==> config.mk <==
export PLATFORM = sky130hd
export DESIGN_NAME = hook_motion
export DESIGN_NICKNAME = d
export VERILOG_FILES = /design/src/rtl/fish_pkg.sv /design/src/rtl/tick_gen.sv /design/src/rtl/hook_motion.sv
export SDC_FILE = /design/constraint.sdc
export NUM_CORES = 1
export LEC_CHECK = 0
export CAP_MARGIN = 20
export CORE_ASPECT_RATIO = 0.5
export CORE_MARGIN = 2
export CORE_UTILIZATION = 40
export DETAILED_ROUTE_END_ITERATION = 7
export HOLD_SLACK_MARGIN = 0.06
export SLEW_MARGIN = 20
export SYNTH_ARGS = -nofsm -noshare
export SYNTH_HDL_FRONTEND = slang
export SYNTH_SLANG_ARGS = --single-unit
==> constraint.sdc <==
create_clock -name clk -period 3.26 [get_ports clk]
set_input_delay 0.652 -clock clk [delete_from_list [all_inputs] [get_ports clk]]
set_output_delay 0.652 -clock clk [all_outputs]
set_load 0.05 [all_outputs]
==> src/rtl/fish_pkg.sv <==
// ============================================================================
// fish_pkg
// ----------------------------------------------------------------------------
// Purpose : Shared definitions for the fishing-game motion blocks: the hook
//           FSM state encoding, the screen geometry the overlay renderer uses,
//           and the fixed-point position width.
//
// Contents:
//   hook_state_t  hook FSM states (IDLE=0, DROP=1, WAIT=2, REEL=3)
//   LINE_X        screen column of the fishing line (pixels)
//   ROD_TOP_Y     screen row of the rod tip (pixels)
//   SCALE         sub-pixel scale factor (positions are in 0.1 pixel)
//   POS_W         width of every position value
//   to_pos        helper converting a pixel coordinate to a scaled position
// ============================================================================
package fish_pkg;

    // Hook FSM encoding. The numeric values are visible on the state port,
    // so other blocks (and the renderer) may rely on them.
    typedef enum logic [2:0] {
        IDLE = 3'd0,
        DROP = 3'd1,
        WAIT = 3'd2,
        REEL = 3'd3
    } hook_state_t;

    // Screen geometry in whole pixels.
    localparam int LINE_X    = 258;
    localparam int ROD_TOP_Y = 72;

    // Positions are carried in tenths of a pixel.
    localparam int SCALE = 10;

    // 14 bits covers 0..16383, i.e. 0..1638.3 pixels.
    localparam int POS_W = 14;

    // Converts a whole-pixel coordinate into the scaled position domain.
    function automatic int to_pos(input int pixels);
        return pixels * SCALE;
    endfunction

endpackage : fish_pkg

==> src/rtl/tick_gen.sv <==
// ============================================================================
// tick_gen
// ----------------------------------------------------------------------------
// Purpose : Free-running divider producing a one-cycle tick every DIV clocks.
//           Meant to be shared by anything that moves on the motion timebase
//           (the hook, fish sprites, ...).
//
// Parameters:
//   DIV   number of clock cycles per tick (>= 1)
//
// Ports:
//   clk   in   system clock
//   rst   in   synchronous, active-high reset; counter returns to 0
//   tick  out  high for one cycle while the counter sits at DIV-1
// ============================================================================
module tick_gen #(
    parameter int DIV = 1000000
) (
    input  logic clk,
    input  logic rst,
    output logic tick
);

    // A divider of 1 still needs a one-bit counter to stay legal.
    localparam int CNT_W = (DIV > 1) ? $clog2(DIV) : 1;

    logic [CNT_W-1:0] count;

    // The tick is decoded straight from the counter so it lines up with the
    // last count value of each period; the counter wraps on that same cycle.
    assign tick = (count == CNT_W'(DIV - 1));

    // Counter runs 0..DIV-1 and restarts from 0 after a reset, so the first
    // tick after reset release always lands DIV cycles later.
    always_ff @(posedge clk) begin
        if (rst || tick) begin
            count <= '0;
        end else begin
            count <= count + CNT_W'(1);
        end
    end

endmodule : tick_gen

==> src/rtl/hook_motion.sv <==
// ============================================================================
// hook_motion
// ----------------------------------------------------------------------------
// Purpose : Hook position generator feeding the line/hook overlay renderer.
//           Runs the cast / drop / wait / reel cycle from the player buttons
//           and the fish collision signal, and emits a one-cycle score pulse
//           when a hook carrying a fish gets back to the rod tip.
//
// Parameters (positions in tenths of a pixel):
//   TICK_DIV           clock cycles per motion tick
//   H_POS              fixed hook x position
//   V_TOP              resting y position (rod tip)
//   V_BOTTOM           deepest y position, must be < 16384
//   DROP_SPEED         y increment per tick while dropping
//   REEL_SPEED         y decrement per tick while reeling empty
//   REEL_SPEED_LOADED  y decrement per tick while reeling a fish
//
// Ports:
//   clk          in   system clock
//   rst          in   synchronous, active-high reset
//   btn_cast     in   one-cycle cast pulse (debounced)
//   btn_reel     in   one-cycle reel pulse (debounced)
//   catch_hit    in   level, hook overlaps a fish this cycle
//   h_position   out  hook x, constant H_POS
//   v_position   out  hook y, registered
//   state        out  FSM state in fish_pkg encoding
//   loaded       out  a fish is attached
//   busy         out  state is not IDLE (registered)
//   score_pulse  out  one-cycle pulse on a loaded return
// ============================================================================
module hook_motion
    import fish_pkg::*;
#(
    parameter int TICK_DIV          = 1000000,
    parameter int H_POS             = to_pos(LINE_X),
    parameter int V_TOP             = to_pos(ROD_TOP_Y),
    parameter int V_BOTTOM          = 4700,
    parameter int DROP_SPEED        = 20,
    parameter int REEL_SPEED        = 30,
    parameter int REEL_SPEED_LOADED = 10
) (
    input  logic             clk,
    input  logic             rst,
    input  logic             btn_cast,
    input  logic             btn_reel,
    input  logic             catch_hit,
    output logic [POS_W-1:0] h_position,
    output logic [POS_W-1:0] v_position,
    output logic [2:0]       state,
    output logic             loaded,
    output logic             busy,
    output logic             score_pulse
);

    localparam logic [POS_W-1:0] V_TOP_POS    = POS_W'(V_TOP);
    localparam logic [POS_W-1:0] V_BOTTOM_POS = POS_W'(V_BOTTOM);

    hook_state_t      cur_state;
    logic             tick;

    logic [POS_W:0]        drop_sum;
    logic [POS_W-1:0]      drop_next;
    logic                  drop_at_bottom;
    logic [POS_W-1:0]      reel_speed;
    logic signed [POS_W:0] reel_diff;
    logic [POS_W-1:0]      reel_next;
    logic                  reel_at_top;

    // Motion timebase: all position updates wait for this tick.
    tick_gen #(
        .DIV (TICK_DIV)
    ) u_tick_gen (
        .clk  (clk),
        .rst  (rst),
        .tick (tick)
    );

    assign h_position = POS_W'(H_POS);
    assign state      = cur_state;

    // Candidate positions for the next tick in each moving state. The drop
    // sum gets one extra bit so it cannot wrap before saturating at the
    // bottom; the reel difference is signed so it can dip below V_TOP and
    // be clamped back instead of wrapping to a huge value.
    always_comb begin
        drop_sum       = {1'b0, v_position} + (POS_W + 1)'(DROP_SPEED);
        drop_at_bottom = (drop_sum >= (POS_W + 1)'(V_BOTTOM));
        drop_next      = drop_at_bottom ? V_BOTTOM_POS : drop_sum[POS_W-1:0];

        reel_speed  = loaded ? POS_W'(REEL_SPEED_LOADED) : POS_W'(REEL_SPEED);
        reel_diff   = $signed({1'b0, v_position}) - $signed({1'b0, reel_speed});
        reel_at_top = (reel_diff <= $signed({1'b0, V_TOP_POS}));
        reel_next   = reel_at_top ? V_TOP_POS : reel_diff[POS_W-1:0];
    end

    // Hook FSM with all outputs registered. Inputs redirect the state on the
    // very next edge; the position only moves on tick cycles. In DROP the
    // fish catch outranks the reel button, which outranks hitting bottom.
    // A return to the top while reeling wins over a simultaneous catch, so
    // an empty hook arriving home never scores.
    always_ff @(posedge clk) begin
        if (rst) begin
            cur_state   <= IDLE;
            v_position  <= V_TOP_POS;
            loaded      <= 1'b0;
            busy        <= 1'b0;
            score_pulse <= 1'b0;
        end else begin
            score_pulse <= 1'b0;
            unique case (cur_state)
                IDLE: begin
                    v_position <= V_TOP_POS;
                    if (btn_cast) begin
                        cur_state <= DROP;
                        busy      <= 1'b1;
                    end
                end

                DROP: begin
                    if (tick) begin
                        v_position <= drop_next;
                    end
                    if (catch_hit) begin
                        cur_state <= REEL;
                        loaded    <= 1'b1;
                    end else if (btn_reel) begin
                        cur_state <= REEL;
                        loaded    <= 1'b0;
                    end else if (tick && drop_at_bottom) begin
                        cur_state <= WAIT;
                    end
                end

                WAIT: begin
                    if (catch_hit) begin
                        cur_state <= REEL;
                        loaded    <= 1'b1;
                    end else if (btn_reel) begin
                        cur_state <= REEL;
                        loaded    <= 1'b0;
                    end
                end

                REEL: begin
                    if (tick) begin
                        v_position <= reel_next;
                        if (reel_at_top) begin
                            cur_state   <= IDLE;
                            busy        <= 1'b0;
                            score_pulse <= loaded;
                            loaded      <= 1'b0;
                        end else if (catch_hit) begin
                            loaded <= 1'b1;
                        end
                    end else if (catch_hit) begin
                        loaded <= 1'b1;
                    end
                end

                default: begin
                    cur_state  <= IDLE;
                    v_position <= V_TOP_POS;
                    loaded     <= 1'b0;
                    busy       <= 1'b0;
                end
            endcase
        end
    end

endmodule : hook_motion

==> results of run 1 <==
## cell families after synthesis
family                   synth area share, %
flip-flops                              28.2
multiplexers                           0.371
XOR/XNOR                                9.40
adder cells (fa/ha/maj)                 5.37
other                                  0.278
AO/OA/AOI/OAI                           21.4
buffers and inverters                   8.34
AND/OR/NAND/NOR                         26.6
## synth_stat cells, drive strengths merged, types with 4 or more instances
| cell type | instances |
|---|---|
| a21o | 5 |
| ha | 10 |
| nor3 | 12 |
| a21oi | 13 |
| xor2 | 16 |
| dfxtp | 38 |
| nor3b | 4 |
| nand4 | 5 |
| and3 | 7 |
| or3 | 6 |
| a31oi | 7 |
| nor2 | 46 |
| xnor2 | 13 |
| o21ai | 24 |
| nor4 | 7 |
| nand3 | 14 |
| nand2b | 7 |
| buf | 22 |
| nand2 | 26 |
| clkbuf | 8 |
| inv | 11 |
## cell usage in the layout, fill, tap and decap left out, types with 11 or more instances in the layout
cell | synthesis | final
nor2_1 | 45 | 45
xor2_1 | 16 | 16
xnor2_1 | 13 | 13
conb_1 | 2 | 16
inv_1 | 11 | 11
clkdlybuf4s50_1 | 0 | 22
o21ai_0 | 18 | 18
nand2_1 | 26 | 26
dfxtp_1 | 38 | 38
nand3_1 | 14 | 14
nor3_1 | 12 | 12
a21oi_1 | 13 | 13
## path summary, 6_finish.rpt
check | start | to | slack [ns] | depth (start not counted)
worst max-delay path | v_position[2] | v_position[1] | 0.20 | 9
worst min-delay path | u_tick_gen.count[0] | u_tick_gen.count[0] | 0.45 | 1
worst min register to register | u_tick_gen.count[0] | u_tick_gen.count[0] | 0.45 | 1
worst max register to register | v_position[2] | v_position[1] | 0.20 | 9
## state kept, by name, indices dropped and copies added (netlist names)
| signal | cells |
|---|---|
| loaded | 1 |
| busy | 1 |
| v_position | 13 |
| score_pulse | 1 |
| u_tick_gen.count | 20 |
| state | 2 |
## area by class of cell
type                       count  area (sq um)  share of cell area [%]
multi-input combinational    286          1770                    56.2
sequential                    38           761                    24.1
timing repair buffer          29           273                    8.64
clock buffer                   5           125                    3.96
tap                           92           115                    3.64
clock inverter                 3          68.8                    2.18
inverter                      11          41.3                    1.31
## metal layers
layer | GRT usage (%) | routed length (microns)
met5 | 0 | 0
met3 | 4.96 | 575
met2 | 31.7 | 3310
met4 | 5.81 | 85
met1 | 28.1 | 3300
## per-stage QoR
step | TNS, ns | instance area (sq um) | util, %
floorplan | 0 | 2750 | -
CTS | 0 | 3150 | 47.6
finish | 0 | 3160 | 47.7
detailed placement | 0 | 2960 | 44.7
global placement | 0 | 2960 | 44.7
global route | -0.0119 | 3160 | 47.7
## power by group through the flow
| stage | sequential [mW] | combinational [mW] | clock [mW] |
|---|---|---|---|
| final | 0.572 | 0.822 | 0.646 |
| after detailed placement | 0.581 | 0.811 | 0 |
| after floorplan | 0.683 | 0.489 | 0 |
| after global placement | 0.579 | 0.810 | 0 |
| after global routing | 0.579 | 0.902 | 0.681 |
| after CTS | 0.571 | 0.814 | 0.658 |
==> flow_metrics.tcl, run 1 <==
set metrics [dict create \
    drcViolationCount 0 \
    worstHoldPathType "reg2reg" \
    cp.required_ns 3.47 \
    wire_per_inst_microns 15.7 \
    power.density_mw_per_mm2 646 \
    grt_start_max_net_pins 20 \
    die_area_sq_mm 0.00747 \
    h-tree-depth 2 \
    drv_cap 0 \
    cp.arrival_ns 3.28 \
    rsz0062_at_grt "yes" \
    nets 387 \
    p_sw_uw 832 \
    wl_microns 7260 \
    critPathMaxStageDelay_ns 0.54 \
    synth_top_area_cell "dfxtp_1" \
    worst-slew-pin-transition_ns 0.806 \
    synth_area_leaders "dfxtp_1, nor2_1, xor2_1, ha_1, buf_4" \
    finalCriticalPeriod_ns 3.06 \
    hold_viol_final 0 \
    synth-edff-count 0 \
    maxSlewViolCount 0 \
    cts_sinks 38 \
    switching_share_pct 40.8 \
    cp_max_fo 11 \
    initial_core_util_pct 40.8 \
    hpwl_microns 5390 \
    synth-warning-count 0 \
    min_period_over_period_pct 94.0 \
    ys_seq_area_share_pct 28.2 \
    status "finished clean" \
    seq_power_share_pct 28.0 \
    share_clk_of_total_power_pct 31.7 \
    cts.repair.resized 0 \
    synth.distinct_cells 61 \
    rows 21 \
    ios 39 \
    cts_tree "done" \
    relSlewSlack_pct 46.2 \
    syn_area_sq_mm 0.00270 \
    cp_cell_sequence "ha_1, a21oi_1, nor2_1, o31a_1, o31ai_1, nand3b_1, a21o_1, or4_1, a21oi_1" \
    fill_cells 687 \
    worst_ir_drop_vdd_uv 214 \
    synth-async-reset-ratio_pct 0 \
    dp_slack_ns 0.238 \
    syn_avg_cell_area_sq_um 7.70 \
    first_pass_iters 4 \
    whs_ns 0.452 \
    path_clk_slew_ns 0.06 \
    grt_pass1_vias 2406 \
    yosys_register_bits 38 \
    ant_nets 0 \
    path_class "reg2reg" \
    antenna_found_initial 0 \
    cts_root_buf "clkbuf_16" \
    num_vias 2582 \
    grt_overflow 0 \
    synthFlopType "dfxtp_1" \
    diodes 0 \
    finalPower_mw 2.04 \
    cts_made_buffers 5 \
    p_comb_share_pct 40.3 \
    drive_above_1_share_pct 6.18 \
    coreArea_sq_mm 0.00662 \
    drt_iter0_markers 143 \
    io_buffers 22 \
    crit_buf_inv 0 \
    post_cts_buffers 0 \
    worst_setup_path_start_kind "register" \
    cts_hold_buf 0 \
    cp_common_cell "a21oi_1" \
    setup-violations-final 0 \
    grt_pass1_wl_microns 12000 \
    critical_path.top_delay_family "compound AO/OA/AOI/OAI gates" \
    clockBufferDepth 2 \
    place_inst 456 \
    viasPerCell 5.56 \
    die_h_microns 62.1 \
    synth_top_area_share_pct 28.2 \
    end_kind "register" \
    skew_ns 0.00572 \
    fin_ws_ns 0.195 \
    power_leakage_nw 1.15 \
    clkLatencyLatePin_ns 0.29 \
    synthToLayoutAreaGrowth_pct 16.9 \
    crit_path_top_delay_cell "dfxtp_1" \
    track_usage_pct 20.3 \
    layout.cells.non_filler 464 \
    fmax_mhz 326 \
    internal-power_mw 1.21 \
    routabilityCongestion 0.957 \
    synth_cells 351 \
    die_x_microns 120 \
]
(Power assumes the default switching activity.)
==> run 2: changes to the inputs <==
--- a/config.mk
+++ b/config.mk
@@ -5,6 +5,7 @@
 export SDC_FILE = /design/constraint.sdc
 export NUM_CORES = 1
 export LEC_CHECK = 0
+export ABC_AREA = 1
 export CAP_MARGIN = 20
 export CORE_ASPECT_RATIO = 0.5
 export CORE_MARGIN = 2
==> run 2 against run 1 <==
  * Fmax grew 24%
  * Clock skew increased by 0.0030 ns
  * Clock-buffer cell count grew 1
  * Total power grew 16%
  * Core utilization is 0.26 points higher
  * Sequential share of layout area shrank 0.78 points
  * Flip-flop and latch count unchanged
  * Largest power group unchanged
==> flow_metrics.tcl, run 2 <==
set metrics [dict create \
    post_cts_buffers 0 \
    coreArea_sq_mm 0.00681 \
    grt_pass1_wl_microns 11700 \
    worstHoldPathType "reg2reg" \
    first_pass_iters 4 \
    largest_register_ff_count 20 \
    cts_made_buffers 5 \
    hold_viol_final 0 \
    syn_avg_cell_area_sq_um 6.29 \
    whs_ns 0.452 \
    final_common_cell "nand2_1" \
    worst_ir_drop_vdd_uv 335 \
    cp.arrival_ns 2.64 \
    min_period_over_period_pct 75.8 \
    final.setup.tns_ns 0 \
    grt_pass1_vias 2493 \
    synthTopCellsByCount "nand2_1, inv_1, nor2_1" \
    clockBufferDepth 2 \
    end_kind "register" \
    die_x_microns 124 \
    rsz0062_at_grt "no" \
    worst-slew-pin-transition_ns 0.578 \
    fmax_mhz 405 \
    final_cell_mix "nand2_1, inv_1, nor2_1" \
    cp.required_ns 3.43 \
    min_from "busy" \
    status "finished clean" \
    rr_endpoint "busy" \
    wl_microns 6810 \
    synth-async-reset-ratio_pct 0 \
    r2r_cells 13 \
    die_area_sq_mm 0.00789 \
    cp_max_fo 13 \
    clkLatencyLatePin_ns 0.29 \
    path_class "reg2reg" \
    power.density_mw_per_mm2 727 \
    synth-xor-area-share_pct 2.75 \
    synth-simple-area-share_pct 41.6 \
    synth_mux_area_share_pct 0 \
    cts_root_buf "clkbuf_16" \
    diodes 0 \
    antenna_found_initial 0 \
    drv_cap 0 \
    finalCriticalPeriod_ns 2.47 \
    utilization_pct 47.9 \
    ant_nets 0 \
    cts_sinks 38 \
    synth-edff-count 0 \
    num_vias 2685 \
    grt_start_max_net_pins 14 \
    holdPathEnd "busy" \
    synth_top_area_cell "dfxtp_1" \
    wire_per_inst_microns 12.0 \
    syn_area_sq_mm 0.00286 \
    worst_setup_path_start_kind "register" \
    cts.repair.resized 0 \
    fill_cells 722 \
    synth_top_family_by_area "simple AND/OR/NAND/NOR gates" \
    ys_seq_area_share_pct 26.6 \
    maxSlewViolCount 0 \
    path_clk_slew_ns 0.06 \
    synthFlopType "dfxtp_1" \
    regMostFlops "u_tick_gen.count" \
    relSlewSlack_pct 61.5 \
    io_buffers 22 \
    initial_core_util_pct 42.1 \
    synth.distinct_cells 39 \
    r2r_slack_ns 0.79 \
    synthToLayoutAreaGrowth_pct 14.0 \
    synth-warning-count 0 \
    nets 490 \
    routabilityCongestion 0.928 \
    drcViolationCount 0 \
    synth.most_common_cell "nand2_1" \
    yosys_register_bits 38 \
    rr_startpoint "v_position[2]" \
    drt_iter0_markers 137 \
    synth_cells 455 \
    place_inst 559 \
    grt_overflow 0 \
    die_h_microns 63.8 \
    track_usage_pct 19.0 \
    synth_area_leaders "dfxtp_1, nand2_1, inv_1, nand3_1, nor2_1" \
    setup-violations-final 0 \
    cts_tree "done" \
    power_leakage_nw 1.39 \
    cts_hold_buf 0 \
    holdPathStages 2 \
    synth-compound-area-share_pct 9.79 \
    skew_ns 0.00875 \
    synthAdderAreaFrac_pct 5.07 \
    drive_above_1_share_pct 8.65 \
    hpwl_microns 5150 \
    h-tree-depth 2 \
    rows 21 \
    viasPerCell 4.74 \
    synth_top_area_share_pct 26.6 \
    layout.cells.non_filler 566 \
    ios 39 \
]
run 2: cell types whose count changed after synthesis, sizes merged, moves of 8 or more:
cell / delta
nand2: +112
a21oi: +10
inv: +45
xor2: -8
xnor2: -12
nand3: +25
run 2: cell type report:
| type | instances | area (sq um) | share of cell area [%] |
|---|---|---|---|
| clock buffer | 6 | 139 | 4.26 |
| multi-input combinational | 346 | 1750 | 53.8 |
| inverter | 57 | 214 | 6.56 |
| timing repair buffer | 26 | 250 | 7.67 |
| clock inverter | 1 | 30.0 | 0.920 |
| tap | 92 | 115 | 3.53 |
| sequential | 38 | 761 | 23.3 |
run 2: cell families (layout without fill, tap and decap cells):
logic type / count (synthesis) / in the layout
simple gates: 260 / 260
compound gates: 50 / 50
xor+xnor: 9 / 9
other cells: 2 / 16
flops: 38 / 38
fa+ha+maj: 11 / 11
buf+inv: 85 / 90
run 2: worst max path at each step:
stage,from,to,slack [ns],cells past startpoint
floorplan,v_position[2],v_position[7],0.85,16
global placement,v_position[2],state[0],0.83,15
detailed placement,v_position[2],state[0],0.79,15
CTS,v_position[2],state[0],0.79,15
global route,v_position[2],busy,0.46,13
finish,v_position[2],busy,0.79,13
run 2: metal layers:
layer,GRT usage (%),up-vias,routed length (microns),part of all wire (%)
met4,5.11,0,72,1.1
met5,0,-,0,0
met3,4.38,7,307,4.5
li1,-,1444,-,-
met2,29.9,51,2910,43
met1,26.0,1183,3520,52
run 2: stage by stage:
stage / worst slack [ns] / instance area [sq um] / total power, mW
after floorplan: 0.853 / 2920 / 1.53
after global placement: 0.834 / 3090 / 1.81
after detailed placement: 0.785 / 3090 / 1.80
after CTS: 0.786 / 3260 / 2.38
after global routing: 0.456 / 3260 / 2.55
final: 0.789 / 3260 / 2.37
run 2: power breakdown:
part           internal (mW)  switching (mW)
Sequential             0.519          0.0988
Clock                  0.378           0.193
Combinational          0.362           0.822
Total                   1.26            1.11
run 2: critical path, stage by stage, from the launching register on:
cell	delay (ns)
dfxtp_1	0.40
fa_1	0.46
nand3_1	0.21
nand2_1	0.13
inv_1	0.09
nand2_1	0.06
nand2_1	0.05
nand2_1	0.07
nor3_2	0.20
nand2_2	0.10
nand3_4	0.16
nand3_1	0.17
o21ai_0	0.19
a21oi_1	0.05
